**config.mk**
```make
export PLATFORM = sky130hd
export DESIGN_NAME = wb_imem_prefetch
export DESIGN_NICKNAME = d
export VERILOG_FILES = /design/src/rtl/wb_imem_prefetch_pkg.sv /design/src/rtl/wb_imem_prefetch.sv
export SDC_FILE = /design/constraint.sdc
export NUM_CORES = 1
export LEC_CHECK = 0
export ABC_AREA = 1
export ABC_CLOCK_PERIOD_IN_PS = 5230
export CORE_MARGIN = 1.5
export CORE_UTILIZATION = 52
export DETAILED_ROUTE_END_ITERATION = 8
export PLACE_DENSITY = 0.75
export SETUP_SLACK_MARGIN = 0.15
export SLEW_MARGIN = 15
export SYNTH_ARGS = -nofsm -noshare
export SYNTH_HDL_FRONTEND = slang
export SYNTH_SLANG_ARGS = --single-unit
```
**constraint.sdc**
```tcl
create_clock -name clk_i -period 5.23 [get_ports clk_i]
set_clock_uncertainty 0.2 [all_clocks]
set_input_delay 1.046 -clock clk_i [delete_from_list [all_inputs] [get_ports clk_i]]
set_output_delay 1.046 -clock clk_i [all_outputs]
set_load 0.1 [all_outputs]
```
**src/rtl/wb_imem_prefetch_pkg.sv**
```systemverilog
// ---------------------------------------------------------------------------
// wb_imem_prefetch_pkg
// Shared definitions for the instruction-fetch line buffer:
//   pf_state_e     - refill controller states
//   LINEWORDS_DEF  - default words per line buffer
//   ADRW_DEF       - default word-address width (byte address bits [23:2])
// ---------------------------------------------------------------------------
`timescale 1ns/1ps
package wb_imem_prefetch_pkg;

    typedef enum logic [1:0] {
        PF_IDLE = 2'd0,
        PF_FILL = 2'd1,
        PF_GAP  = 2'd2,
        PF_RESP = 2'd3
    } pf_state_e;

    localparam int LINEWORDS_DEF = 4;
    localparam int ADRW_DEF      = 22;

endpackage

```
**src/rtl/wb_imem_prefetch.sv**
```systemverilog
// ---------------------------------------------------------------------------
// wb_imem_prefetch
// Single-line instruction prefetch buffer between a CPU fetch port and a
// slow (QSPI) memory controller. A hit answers in one cycle; a miss refills
// the whole line, word by word, with one idle cycle between controller reads.
//
// Ports
//   clk_i    : clock, all state on rising edge
//   rst_in   : synchronous active-low reset
//   s_stb_i  : CPU fetch request, held until s_ack_o
//   s_adr_i  : CPU fetch word address (ADRW bits)
//   s_dat_o  : fetched instruction word, valid with s_ack_o
//   s_ack_o  : one-cycle fetch acknowledge
//   m_stb_o  : read strobe to the memory controller
//   m_adr_o  : word address of the current refill read
//   m_dat_i  : read data from the memory controller
//   m_ack_i  : read acknowledge, honoured only while m_stb_o is high
//   inval_i  : invalidate the buffered line
// ---------------------------------------------------------------------------
`timescale 1ns/1ps
module wb_imem_prefetch
    import wb_imem_prefetch_pkg::*;
#(
    parameter int LINEWORDS = LINEWORDS_DEF,
    parameter int ADRW      = ADRW_DEF
) (
    input  logic            clk_i,
    input  logic            rst_in,
    input  logic            s_stb_i,
    input  logic [ADRW-1:0] s_adr_i,
    output logic [31:0]     s_dat_o,
    output logic            s_ack_o,
    output logic            m_stb_o,
    output logic [ADRW-1:0] m_adr_o,
    input  logic [31:0]     m_dat_i,
    input  logic            m_ack_i,
    input  logic            inval_i
);

    localparam int OFFW = $clog2(LINEWORDS);
    localparam int TAGW = ADRW - OFFW;

    pf_state_e       state_q, state_d;
    logic            valid_q, valid_d;
    logic            pend_q, pend_d;
    logic [OFFW-1:0] cnt_q, cnt_d;
    logic [TAGW-1:0] tag_q, tag_d;
    logic [ADRW-1:0] m_adr_q, m_adr_d;
    logic [31:0]     s_dat_q, s_dat_d;
    logic [31:0]     line_q [LINEWORDS];

    logic [TAGW-1:0] req_tag;
    logic [OFFW-1:0] req_off;
    logic            hit;
    logic            last_word;
    logic            wr_en;

    assign req_tag   = s_adr_i[ADRW-1:OFFW];
    assign req_off   = s_adr_i[OFFW-1:0];
    // A same-cycle invalidate must never be answered from stale data.
    assign hit       = valid_q & (tag_q == req_tag) & ~inval_i;
    assign last_word = (cnt_q == {OFFW{1'b1}});
    assign wr_en     = (state_q == PF_FILL) & m_ack_i;

    always_comb begin
        state_d = state_q;
        valid_d = valid_q;
        pend_d  = pend_q;
        cnt_d   = cnt_q;
        tag_d   = tag_q;
        m_adr_d = m_adr_q;
        s_dat_d = s_dat_q;
        case (state_q)
            PF_IDLE: begin
                if (inval_i) valid_d = 1'b0;
                if (s_stb_i) begin
                    if (hit) begin
                        s_dat_d = line_q[req_off];
                        state_d = PF_RESP;
                    end else begin
                        m_adr_d = {req_tag, {OFFW{1'b0}}};
                        cnt_d   = '0;
                        valid_d = 1'b0;
                        state_d = PF_FILL;
                    end
                end
            end
            PF_FILL: begin
                if (inval_i) pend_d = 1'b1;
                if (m_ack_i) begin
                    // The address may roll past the top line; the tag is kept
                    // separately so that roll-over is harmless.
                    m_adr_d = m_adr_q + ADRW'(1);
                    if (last_word) begin
                        tag_d   = req_tag;
                        valid_d = ~(pend_q | inval_i);
                        pend_d  = 1'b0;
                        // The last word is not in the array until this edge.
                        s_dat_d = (req_off == cnt_q) ? m_dat_i : line_q[req_off];
                        state_d = PF_RESP;
                    end else begin
                        cnt_d   = cnt_q + OFFW'(1);
                        state_d = PF_GAP;
                    end
                end
            end
            PF_GAP: begin
                if (inval_i) pend_d = 1'b1;
                state_d = PF_FILL;
            end
            PF_RESP: begin
                if (inval_i) valid_d = 1'b0;
                state_d = PF_IDLE;
            end
            default: state_d = PF_IDLE;
        endcase
    end

    always_ff @(posedge clk_i) begin
        if (!rst_in) begin
            state_q <= PF_IDLE;
            valid_q <= 1'b0;
            pend_q  <= 1'b0;
            cnt_q   <= '0;
            m_adr_q <= '0;
            s_dat_q <= '0;
        end else begin
            state_q <= state_d;
            valid_q <= valid_d;
            pend_q  <= pend_d;
            cnt_q   <= cnt_d;
            m_adr_q <= m_adr_d;
            s_dat_q <= s_dat_d;
        end
    end

    // Line storage and tag carry no reset; valid_q guards them.
    always_ff @(posedge clk_i) begin
        tag_q <= tag_d;
        if (wr_en) line_q[cnt_q] <= m_dat_i;
    end

    assign m_stb_o = (state_q == PF_FILL);
    assign s_ack_o = (state_q == PF_RESP);
    assign s_dat_o = s_dat_q;
    assign m_adr_o = m_adr_q;

endmodule

```
# Word-level counts from Yosys, hierarchy flattened
# Memory sizes are Yosys's and may differ from the RTL's.
# Index checks and enable logic that the tools add are counted.
[totals]
reg_bits = 80
ram_bits = 128
input_bits = 59
out_inout_bits = 56
elab_cells = 70
mem_count = 1
[mem_list]
columns = ["memory", "words", "word_bits", "read_ports", "rd_ports_with_merged_regs", "write_ports", "line", "source"]
rows = [
  ["line_q", 4, 32, 1, 0, 1, "wb_imem_prefetch.sv:50", "logic [31:0] line_q [LINEWORDS];"],
]
[op_classes]
n_addsub = 2
eq_ne = 12
n_mux = 32
bitwise = 6
reduce_logical = 10
[op_table]
columns = ["op", "count"]
rows = [
  ["two-way mux 32 bit", 5],
  ["two-way mux 22 bit", 3],
  ["case mux 32 bit (2 select lines)", 1],
  ["case mux 22 bit (2 select lines)", 1],
  ["adder 22 x 1 -> 22 bit, second input constant", 1],
  ["equality test 20 bit", 1],
  ["two-way mux 2 bit", 7],
  ["two-way mux 1 bit", 11],
  ["AND reduction 5 bit", 2],
  ["!= test 2 bit, second input constant", 4],
  ["case mux 2 bit (4 select lines)", 1],
  ["equality test 2 bit, second input constant", 3],
  ["AND reduction 3 bit", 2],
  ["!= test 2 x 1 -> 1 bit, second input constant", 2],
  ["case mux 2 bit (2 select lines)", 1],
  ["AND reduction 4 bit", 1],
  ["nonzero test 2 bit", 2],
  ["AND 1 bit", 3],
  ["case mux 1 bit (3 select lines)", 1],
  ["nonzero test 3 bit", 1],
  ["adder 2 x 1 -> 2 bit, second input constant", 1],
  ["equality test 2 x 1 -> 1 bit, second input constant", 1],
  ["equality test 2 bit", 1],
  ["zero test 2 bit", 1],
  ["other kinds (4)", 5],
]

# Longest topological paths before layout
# Gate-level depths: netlist of the first run.
[logic_depth]
depth_word = 6
depth_mapped = 15
depth_no_buf = 13

# Worst setup path after synthesis of the first run
# OpenSTA, ideal clock, no wires.
[synth_timing]
kind = "register to register"
start = "register state_q[1]"
end = "memory line_q[3][0] (enable)"
setup_time_ns = 0.462
t_arrival_ns = 3.768
t_required_ns = 4.568
slack_ns = 0.801
path_stages_with_launch = 6
n_path_buf = 1
period_less_slack_ns = 4.429
cell_sequence = "dfxtp_1 -> inv_1 -> ha_1 -> buf_2 -> nand2_1 -> nor2_1"
[synth_between]
elab_chain_cells = 4
[synth_rtl]
columns = ["element", "line", "source"]
rows = [
  ["start, declared", "wb_imem_prefetch.sv:43", "pf_state_e state_q, state_d;"],
  ["start signal, assigned", "wb_imem_prefetch.sv:128", "state_q <= state_d;"],
  ["equality test 2 x 1 -> 1 bit", "--", ""],
  ["via m_stb_o", "wb_imem_prefetch.sv:33", "output logic m_stb_o,"],
  ["AND 1 bit", "wb_imem_prefetch.sv:63", "assign wr_en = (state_q == PF_FILL) & m_ack_i;"],
  ["two-way mux 1 bit", "wb_imem_prefetch.sv:140", "if (wr_en) line_q[cnt_q] <= m_dat_i;"],
  ["two-way mux 1 bit (not written as such)", "wb_imem_prefetch.sv:140", ""],
  ["end, declared", "wb_imem_prefetch.sv:50", ""],
]
# The timed path passes the listed nets, and every way through them passes these cells.

# Worst setup path after layout of the first run
[layout_timing]
start = "register state_q[0]"
end = "output s_ack_o"
[layout_between]
elab_chain_cells = 1
[layout_rtl]
columns = ["element", "line", "source"]
rows = [
  ["equality test 2 bit", "wb_imem_prefetch.sv:144", "assign s_ack_o = (state_q == PF_RESP);"],
  ["end, declared", "wb_imem_prefetch.sv:32", "output logic s_ack_o,"],
]
# Every way passes these cells.

==> qor.yml, run 1 <==
stdcell_area_um2: 11600
dp_cells: 1376
ys_ff_latch: 208
crit_start: "state_q[0]"
clock_latency_ns: 0.50
cts_sinks: 208
core_area_um2: 18000
seq_area_um2: 5650
hp-start: "s_dat_o[23]"
yosys.area.top_type_share: 0.465
worstPathRequired_ns: 3.98
cts_buffers: 22
grt_pass1_vias: 6982
drive_above_1_share: 0.0556
total_power_w: 0.00702
fp.dieW_um: 139
synth_area_leaders: "edfxtp_1 47%, nand2_1 13%, dfxtp_1 13%"
critPathLaunchType: "flip-flop"
dpl.hpwl_um: 12800
drc: 0
ctsHoldBuffers: 0
port_buffers: 114
num_vias: 7359
cts_resized: 0
yosysTopAreaCell: "edfxtp_1"
rsz0062_at_grt: "false"
gp_congestion: 0.878
grt_use_total: 0.220
dp_worst_setup_slack_ns: 1.70
antennaDiodeCount: 0
ant_nets: 0
crit_type: "flip-flop to output port"
first_pass_iters: 5
worst_ep_arrival_time_ns: 2.29
synth-main-ff-cell: "edfxtp_1"
n_fill_cell: 1465
p_leak_nw: 4.69
grt_start_max_net_pins: 65
fp.dieH_um: 139
fin_crit_sh: 0.676
period_needed_ns: 3.54
synth_edf_count: 148
multi_input_area_um2: 3280
synthTopCellsByCount: "334 x nand2_1, 176 x nor2_1, 148 x edfxtp_1, 104 x inv_1, 75 x a21oi_1"
grt_pass1_wl_um: 34600
antenna_found_initial: 0
reg2reg_from: "state_q[1]"
post-synth-top-count-cell: "nand2_1"
drt_iter0_markers: 531
power_density_nw_per_um2: 606
async_flop_share: 0
end_kind: "output port"
pin_count: 115
initial_utilization: 0.532
avgSynthCellArea_um2: 8.88
cts_tree: "yes"
hold_violations: 0
htree_levels: 1
totalNegativeSetupSlack_ns: 0
cts_root_buf: "clkbuf_16"
synth_nets: 1143
nets: 1239
slew_violations: 0
maxSlewHeadroom: 0.263
critPathMaxFanout: 5
ys_types: 34
wirelength_um: 20900
overflow: 0
fmax_mhz: 283
post_drt_wl_per_cell_um: 14.7
outcome: "complete, no violations"
layoutNonFillerInstCount: 1416
yosysSeqAreaShare: 0.591
die_area_um2: 19200
syn_area_um2: 9550
worst_slack_ns: 1.69
cts.reportedPaths.clkPinSlew_ns: 0.06
num_rows: 49
syn_to_final_growth_pct: 21.2
postCtsSetupRepairBufs: 0
synthCells: 1075
hold_class: "flip-flop to flip-flop"
drv_cap: 0
clk_path_buf_depth: 3
ir_worst_vdd_mv: 0.571
worstMarginPinSlew_ns: 1.10
setup_violations: 0
place_area_um2: 10800
vias_per_cell: 5.20
yosysWarnings: 0
per-stage QoR:
| stage | hold WS [ns] | utilization |
|---|---|---|
| after floorplan | 0.293 | - |
| after global placement | 0.299 | 0.602 |
| after detailed placement | 0.299 | 0.602 |
| after CTS | 0.311 | 0.644 |
| after global routing | 0.340 | 0.644 |
| final | 0.311 | 0.644 |
metal layers:
metal | up-vias | share of wire | global-route usage
met5 | - | 0 | 0
met4 | 0 | 0.024 | 0.0620
met3 | 45 | 0.052 | 0.0333
met2 | 211 | 0.46 | 0.356
met1 | 3391 | 0.46 | 0.312
li1 | 3712 | - | -
kinds of logic (layout without fill, tap and decap cells):
logic type / Yosys count / after routing / synth area share
AO/OA/AOI/OAI: 135 / 135 / 0.0905
XOR/XNOR: 7 / 7 / 0.00642
adder cells (fa/ha/maj): 9 / 9 / 0.0118
buffers and inverters: 157 / 269 / 0.0694
flip-flops: 208 / 208 / 0.591
AND/OR/NAND/NOR: 559 / 559 / 0.231
final cells by class:
class / instances / share of cell area
clock inverters: 12 / 0.0107
flip-flops and latches: 208 / 0.488
clock buffers: 28 / 0.0540
inverters: 106 / 0.0344
well taps: 229 / 0.0248
repair buffers: 123 / 0.105
multi-input cells: 710 / 0.284
sequential cells by signal, indices dropped and copies added (netlist names):
| name | count |
|---|---|
| valid_q | 1 |
| s_dat_o | 32 |
| state_q | 2 |
| tag_q | 20 |
| cnt_q | 2 |
| m_adr_o | 22 |
| line_q | 128 |
| pend_q | 1 |
cells in the final DEF (no fill, tap or decap), drive strengths merged, types with 2 or more instances in the layout:
master | synthesis | layout
inv | 105 | 106
dfxtp | 60 | 60
nor3 | 8 | 8
nand2 | 335 | 335
edfxtp | 148 | 148
clkbuf | 26 | 28
clkinv | 1 | 8
buf | 25 | 11
nand3 | 29 | 29
a21oi | 76 | 76
ha | 9 | 9
clkdlybuf4s50 | 0 | 112
nand4 | 4 | 4
bufinv | 0 | 2
a32o | 32 | 32
nor2 | 180 | 180
o21ai | 19 | 19
xor2 | 3 | 3
clkinvlp | 0 | 2
or2 | 2 | 2
xnor2 | 4 | 4
a31oi | 3 | 3
report_power, final:
group          internal, W  switching, W  total, W
clock             0.000948      0.000630   0.00158
combinational     0.000754       0.00241   0.00316
sequential         0.00206      0.000213   0.00227
worst paths after layout:
check | endpoint | slack (ns) | depth (start not counted)
setup / recovery | s_ack_o | 1.69 | 2
hold / removal | s_dat_o[23] | 0.31 | 4
setup reg to reg | s_dat_o[6] | 2.27 | 12
hold reg to reg | s_dat_o[23] | 0.31 | 4
critical path, stage by stage (launching register included):
cell	delay, ns
dfxtp_1	0.40
ha_1	0.22
clkdlybuf4s50_1	1.17
No activity file was read; power rests on OpenSTA's default activity.
==> inputs of run 2 (changes only) <==
ABC_CLOCK_PERIOD_IN_PS = 3200   (was 5230)
CORE_UTILIZATION = 51   (was 52)
PLACE_DENSITY = 0.77   (was 0.75)
clock period = 3.2 ns   (was 5.23 ns; I/O delays follow)
==> qor.yml, run 2 (synthesis results as in run 1) <==
outcome: "complete, but fails checks"
violations: "DRC"
num_vias: 7355  # -0.054%
vias_per_cell: 5.15  # -0.89%
dpl.hpwl_um: 13200  # +3.8%
seq_area_um2: 5650  # unchanged
grt_use_total: 0.211  # -0.00934
ant_nets: 0  # unchanged
worstMarginPinSlew_ns: 0.748  # -0.355 ns
mostFrequentLayoutCells: "334 x nand2_1, 172 x nor2_1, 148 x edfxtp_1, 102 x inv_1, 75 x a21oi_1"
final_common_cell: "nand2_1"
fp.dieH_um: 140  # +0.96%
grt_pass1_wl_um: 33300  # -3.9%
worstPathRequired_ns: 2.36  # -1.62 ns
place_area_um2: 10800  # -0.37%
wirelength_um: 20700  # -0.76%
crit_cells: 4  # +2
critPathMaxFanout: 35  # +30
clk_path_buf_depth: 3  # unchanged
cts_tree: "yes"
gp_congestion: 0.839  # -4.4%
drv_cap: 0  # unchanged
first_pass_iters: 7  # +2
drc: 6  # +6
min_path_cells: 4  # unchanged
fin_crit_sh: 0.811
core_area_um2: 18100  # +1.0%
antenna_found_initial: 0  # unchanged
power_density_nw_per_um2: 998  # +65%
ctsHoldBuffers: 0  # unchanged
cts.reportedPaths.clkPinSlew_ns: 0.06  # about the same
crit_chain: "inv_1 > ha_1 > buf_4 > buf_12"
cts_root_buf: "clkbuf_16"
grt_start_max_net_pins: 65  # unchanged
initial_utilization: 0.526  # -0.00539
period_needed_ns: 2.59
nets: 1251  # +0.97%
end_kind: "output port"
hold_violations: 0  # unchanged
antennaDiodeCount: 0  # unchanged
fmax_mhz: 385
dp_cells: 1388  # +0.87%
drive_above_1_share: 0.108  # +0.0520
cpPeakStageDelay_ns: 0.38  # -0.79 ns
post_drt_wl_per_cell_um: 14.5  # -1.6%
largest_register_ffs: 128  # unchanged
num_rows: 49  # unchanged
rsz0062_at_grt: "false"
slowest_stage: "buf_4"
die_area_um2: 19600  # +1.9%
crit_type: "flip-flop to output port"
clock_latency_ns: 0.51  # about the same
drt_iter0_markers: 342  # -36%
htree_levels: 1  # unchanged
overflow: 0  # unchanged
cts_sinks: 208  # unchanged
p_leak_nw: 4.86  # +3.6%
n_fill_cell: 1480  # +1.0%
slew_violations: 0  # unchanged
worst_ep_arrival_time_ns: 1.75  # -0.54 ns
crit_buf_inv: 3  # +2
critPathLaunchType: "flip-flop"
holdWs_ns: 0.309  # -0.00176 ns
syn_to_final_growth_pct: 20.8
multi_input_area_um2: 3270  # -0.46%
postCtsSetupRepairBufs: 0  # unchanged
setup_violations: 0  # unchanged
ir_worst_vdd_mv: 1.14  # +99%
port_buffers: 114  # unchanged
fp.dieW_um: 140  # +0.96%
worst-r2r-cell-count: 10  # -2
grt_pass1_vias: 6794  # -2.7%
stdcell_area_um2: 11500  # -0.34%
hold_class: "flip-flop to flip-flop"
cts_buffers: 22  # unchanged
maxSlewHeadroom: 0.501  # +0.238
top_register: "line_q"
pin_count: 115  # unchanged
cts_resized: 0  # unchanged
layoutNonFillerInstCount: 1428  # +0.85%
crit_family: "buffers and inverters"
## run 2: layer usage
layer  global-route usage  up-vias  routed length [um]
met4               0.0598        0                 456
li1                     -     3728                   -
met1                0.272     3390                9010
met2                0.367      207               10000
met3               0.0361       30                1230
met5                    0        -                   0
## run 2: worst register-to-register path, stage by stage (launching register included)
cell and delay (ns):
dfxtp_1 0.35, inv_1 0.10, ha_1 0.19, inv_2 0.16, a21oi_2 0.20, o2111ai_4 0.40, buf_4 0.36, nor2_1 0.09
a21oi_1 0.07, nor2_1 0.14, nor2_1 0.06
## run 2: per-stage QoR
stage	TNS [ns]	power [W]	utilization	setup slack [ns]
final	0	0.0115	0.635	0.605
after global routing	0	0.0121	0.635	0.551
after CTS	0	0.0116	0.635	0.597
after detailed placement	0	0.00891	0.594	0.363
after global placement	0	0.00883	0.594	0.424
after floorplan	-6.74	0.00784	-	-0.0702
## run 2: final timing paths
kind | end | slack [ns] | startpoint
setup / recovery | m_stb_o | 0.61 | state_q[1]
hold / removal | s_dat_o[11] | 0.31 | s_dat_o[11]
setup reg to reg | s_dat_o[21] | 0.79 | state_q[1]
hold reg to reg | s_dat_o[11] | 0.31 | s_dat_o[11]
## run 2: report_power, final
group	switching [W]	leakage (nW)	internal, W
clock network	0.00101	0.365	0.00162
logic	0.00396	2.67	0.00120
registers	0.000352	1.83	0.00337
total	0.00532	4.86	0.00619
## run 2: layout make-up
type	instances	area share
Sequential cell	208	0.490
Tap cell	229	0.0248
Multi-Input combinational cell	710	0.283
Clock inverter	11	0.0141
Inverter	106	0.0345
Timing Repair Buffer	135	0.103
Clock buffer	29	0.0509
==> inputs of run 3 (changes only) <==
ABC_CLOCK_PERIOD_IN_PS = 2300   (was 3200)
clock period = 2.3 ns   (was 3.2 ns; I/O delays follow)
==> qor.yml, run 3 (synthesis results as in run 1) <==
cts_sinks: 208  # unchanged
maxSlewHeadroom: 0.637  # +0.136
pin_count: 115  # unchanged
slew_violations: 0  # unchanged
num_vias: 7636  # +3.8%
totalNegativeSetupSlack_ns: 0  # unchanged
worst-r2r-cell-count: 12  # +2
top_register: "line_q"
critPathLaunchType: "flip-flop"
power_density_nw_per_um2: 1350  # +35%
cts_tree: "yes"
drv_cap: 0  # unchanged
crit_type: "flip-flop to output port"
clock_latency_ns: 0.50  # about the same
fp.dieH_um: 140  # unchanged
cts_root_buf: "clkbuf_16"
drive_above_1_share: 0.161  # +0.0533
gp_congestion: 0.852  # +1.6%
grt_pass1_wl_um: 34800  # +4.5%
core_area_um2: 18100  # unchanged
setup_violations: 0  # unchanged
hold_class: "input port to flip-flop"
outcome: "complete, but fails checks"
multi_input_area_um2: 3330  # +2.1%
grt_use_total: 0.221  # +0.00985
nets: 1283  # +2.6%
postLayoutCoreUtil: 0.666  # +0.0303
worstMarginPinSlew_ns: 0.544  # -0.204 ns
grt_start_max_net_pins: 65  # unchanged
fmax_mhz: 476
antenna_found_initial: 1  # +1
total_power_w: 0.0163  # +42%
ant_nets: 0  # unchanged
critPathMaxFanout: 10  # -71%
vias_per_cell: 5.23  # +1.5%
seq_area_um2: 5680  # +0.60%
overflow: 0  # unchanged
syn_to_final_growth_pct: 26.5
worstPathRequired_ns: 1.64  # -0.72 ns
crit_chain: "inv_2 > ha_4 > buf_6 > buf_12"
end_kind: "output port"
initial_utilization: 0.526  # unchanged
largest_register_ffs: 128  # unchanged
wirelength_um: 22000  # +6.4%
antennaDiodeCount: 0  # unchanged
ir_worst_vdd_mv: 1.48  # +30%
n_fill_cell: 1417  # -4.3%
first_pass_iters: 7  # unchanged
drt_iter0_markers: 498  # +46%
mostFrequentLayoutCells: "332 x nand2_1, 164 x nor2_1, 148 x edfxtp_1, 101 x inv_1, 86 x buf_4"
dpl.hpwl_um: 13800  # +4.2%
num_rows: 49  # unchanged
hold_violations: 0  # unchanged
htree_levels: 1  # unchanged
rsz0062_at_grt: "true"
grt_pass1_vias: 7096  # +4.4%
final_common_cell: "nand2_1"
post_drt_wl_per_cell_um: 15.1  # +4.1%
cts.reportedPaths.clkPinSlew_ns: 0.06  # about the same
p_leak_nw: 5.18  # +6.6%
period_needed_ns: 2.10
fin_crit_sh: 0.913
drc: 7  # +1
port_buffers: 114  # unchanged
clk_path_buf_depth: 3  # unchanged
slowest_stage: "dfxtp_2"
cts_buffers: 22  # unchanged
violations: "DRC"
worst_ep_arrival_time_ns: 1.44  # -0.31 ns
fp.dieW_um: 140  # unchanged
die_area_um2: 19600  # unchanged
min_path_cells: 1  # -3
cpPeakStageDelay_ns: 0.35  # -0.03 ns
[run 3: cell types whose count changed in the layout (fill, tap and decap cells not counted), moves of 8 or more]
cell             delta
buf_4              +12
buf_12             +14
nor2_1              -8
dlymetal6s2s_1     +10
dfxtp_2            +21
dfxtp_1            -23
clkdlybuf4s50_1    -10
[run 3: what timing repair did]
item	in CTS	in global routing
gates resized for setup	1	22
hold endpoints to repair	0	2
hold buffers	0	2
setup buffers	0	2
setup endpoints to repair	1	51
cloned	0	2
pin swaps	0	7
[run 3: layout make-up]
class                           count  area share
Multi-Input combinational cell    710       0.276
Tap cell                          229      0.0237
Sequential cell                   208       0.470
Clock buffer                       27      0.0496
Clock inverter                     13      0.0100
Inverter                          106      0.0329
Timing Repair Buffer              167       0.138
[run 3: worst max-delay path: cells and delay by family, from the launching register on]
kind,cells,cell delay [ns]
buffers and inverters,3,0.43
flip-flops,1,0.35
adder cells (fa/ha/maj),1,0.15
[run 3: layer usage]
| metal | share of wire | track usage |
|---|---|---|
| met3 | 0.071 | 0.0368 |
| met5 | 0 | 0 |
| met2 | 0.49 | 0.383 |
| met1 | 0.42 | 0.288 |
| met4 | 0.016 | 0.0598 |
[run 3: report_power, final]
group | total [W] | internal, W | switching, W
sequential | 0.00524 | 0.00474 | 0.000499
clock | 0.00349 | 0.00208 | 0.00141
combinational | 0.00756 | 0.00191 | 0.00565
[run 3: final timing paths]
| path | from | slack (ns) | to |
|---|---|---|---|
| worst min register to register | s_dat_o[27] | 0.31 | s_dat_o[27] |
| worst max register to register | tag_q[8] | 0.27 | s_dat_o[28] |
| worst max-delay path | state_q[1] | 0.20 | m_stb_o |
| worst min-delay path | s_adr_i[9] | 0.02 | tag_q[7] |
[run 3: metrics by stage]
step           setup WS (ns)  cell area (um^2)  hold WS, ns  instances
3_3_place_gp          -0.259             11200        0.301       1414
2_1_floorplan        -0.0605              9640        0.293       1075
3_5_place_dp          -0.323             11200        0.300       1414
4_1_cts                0.179             12000        0.226       1454
5_1_grt                0.118             12100       0.0144       1460
6_report               0.200             12100       0.0198       1460
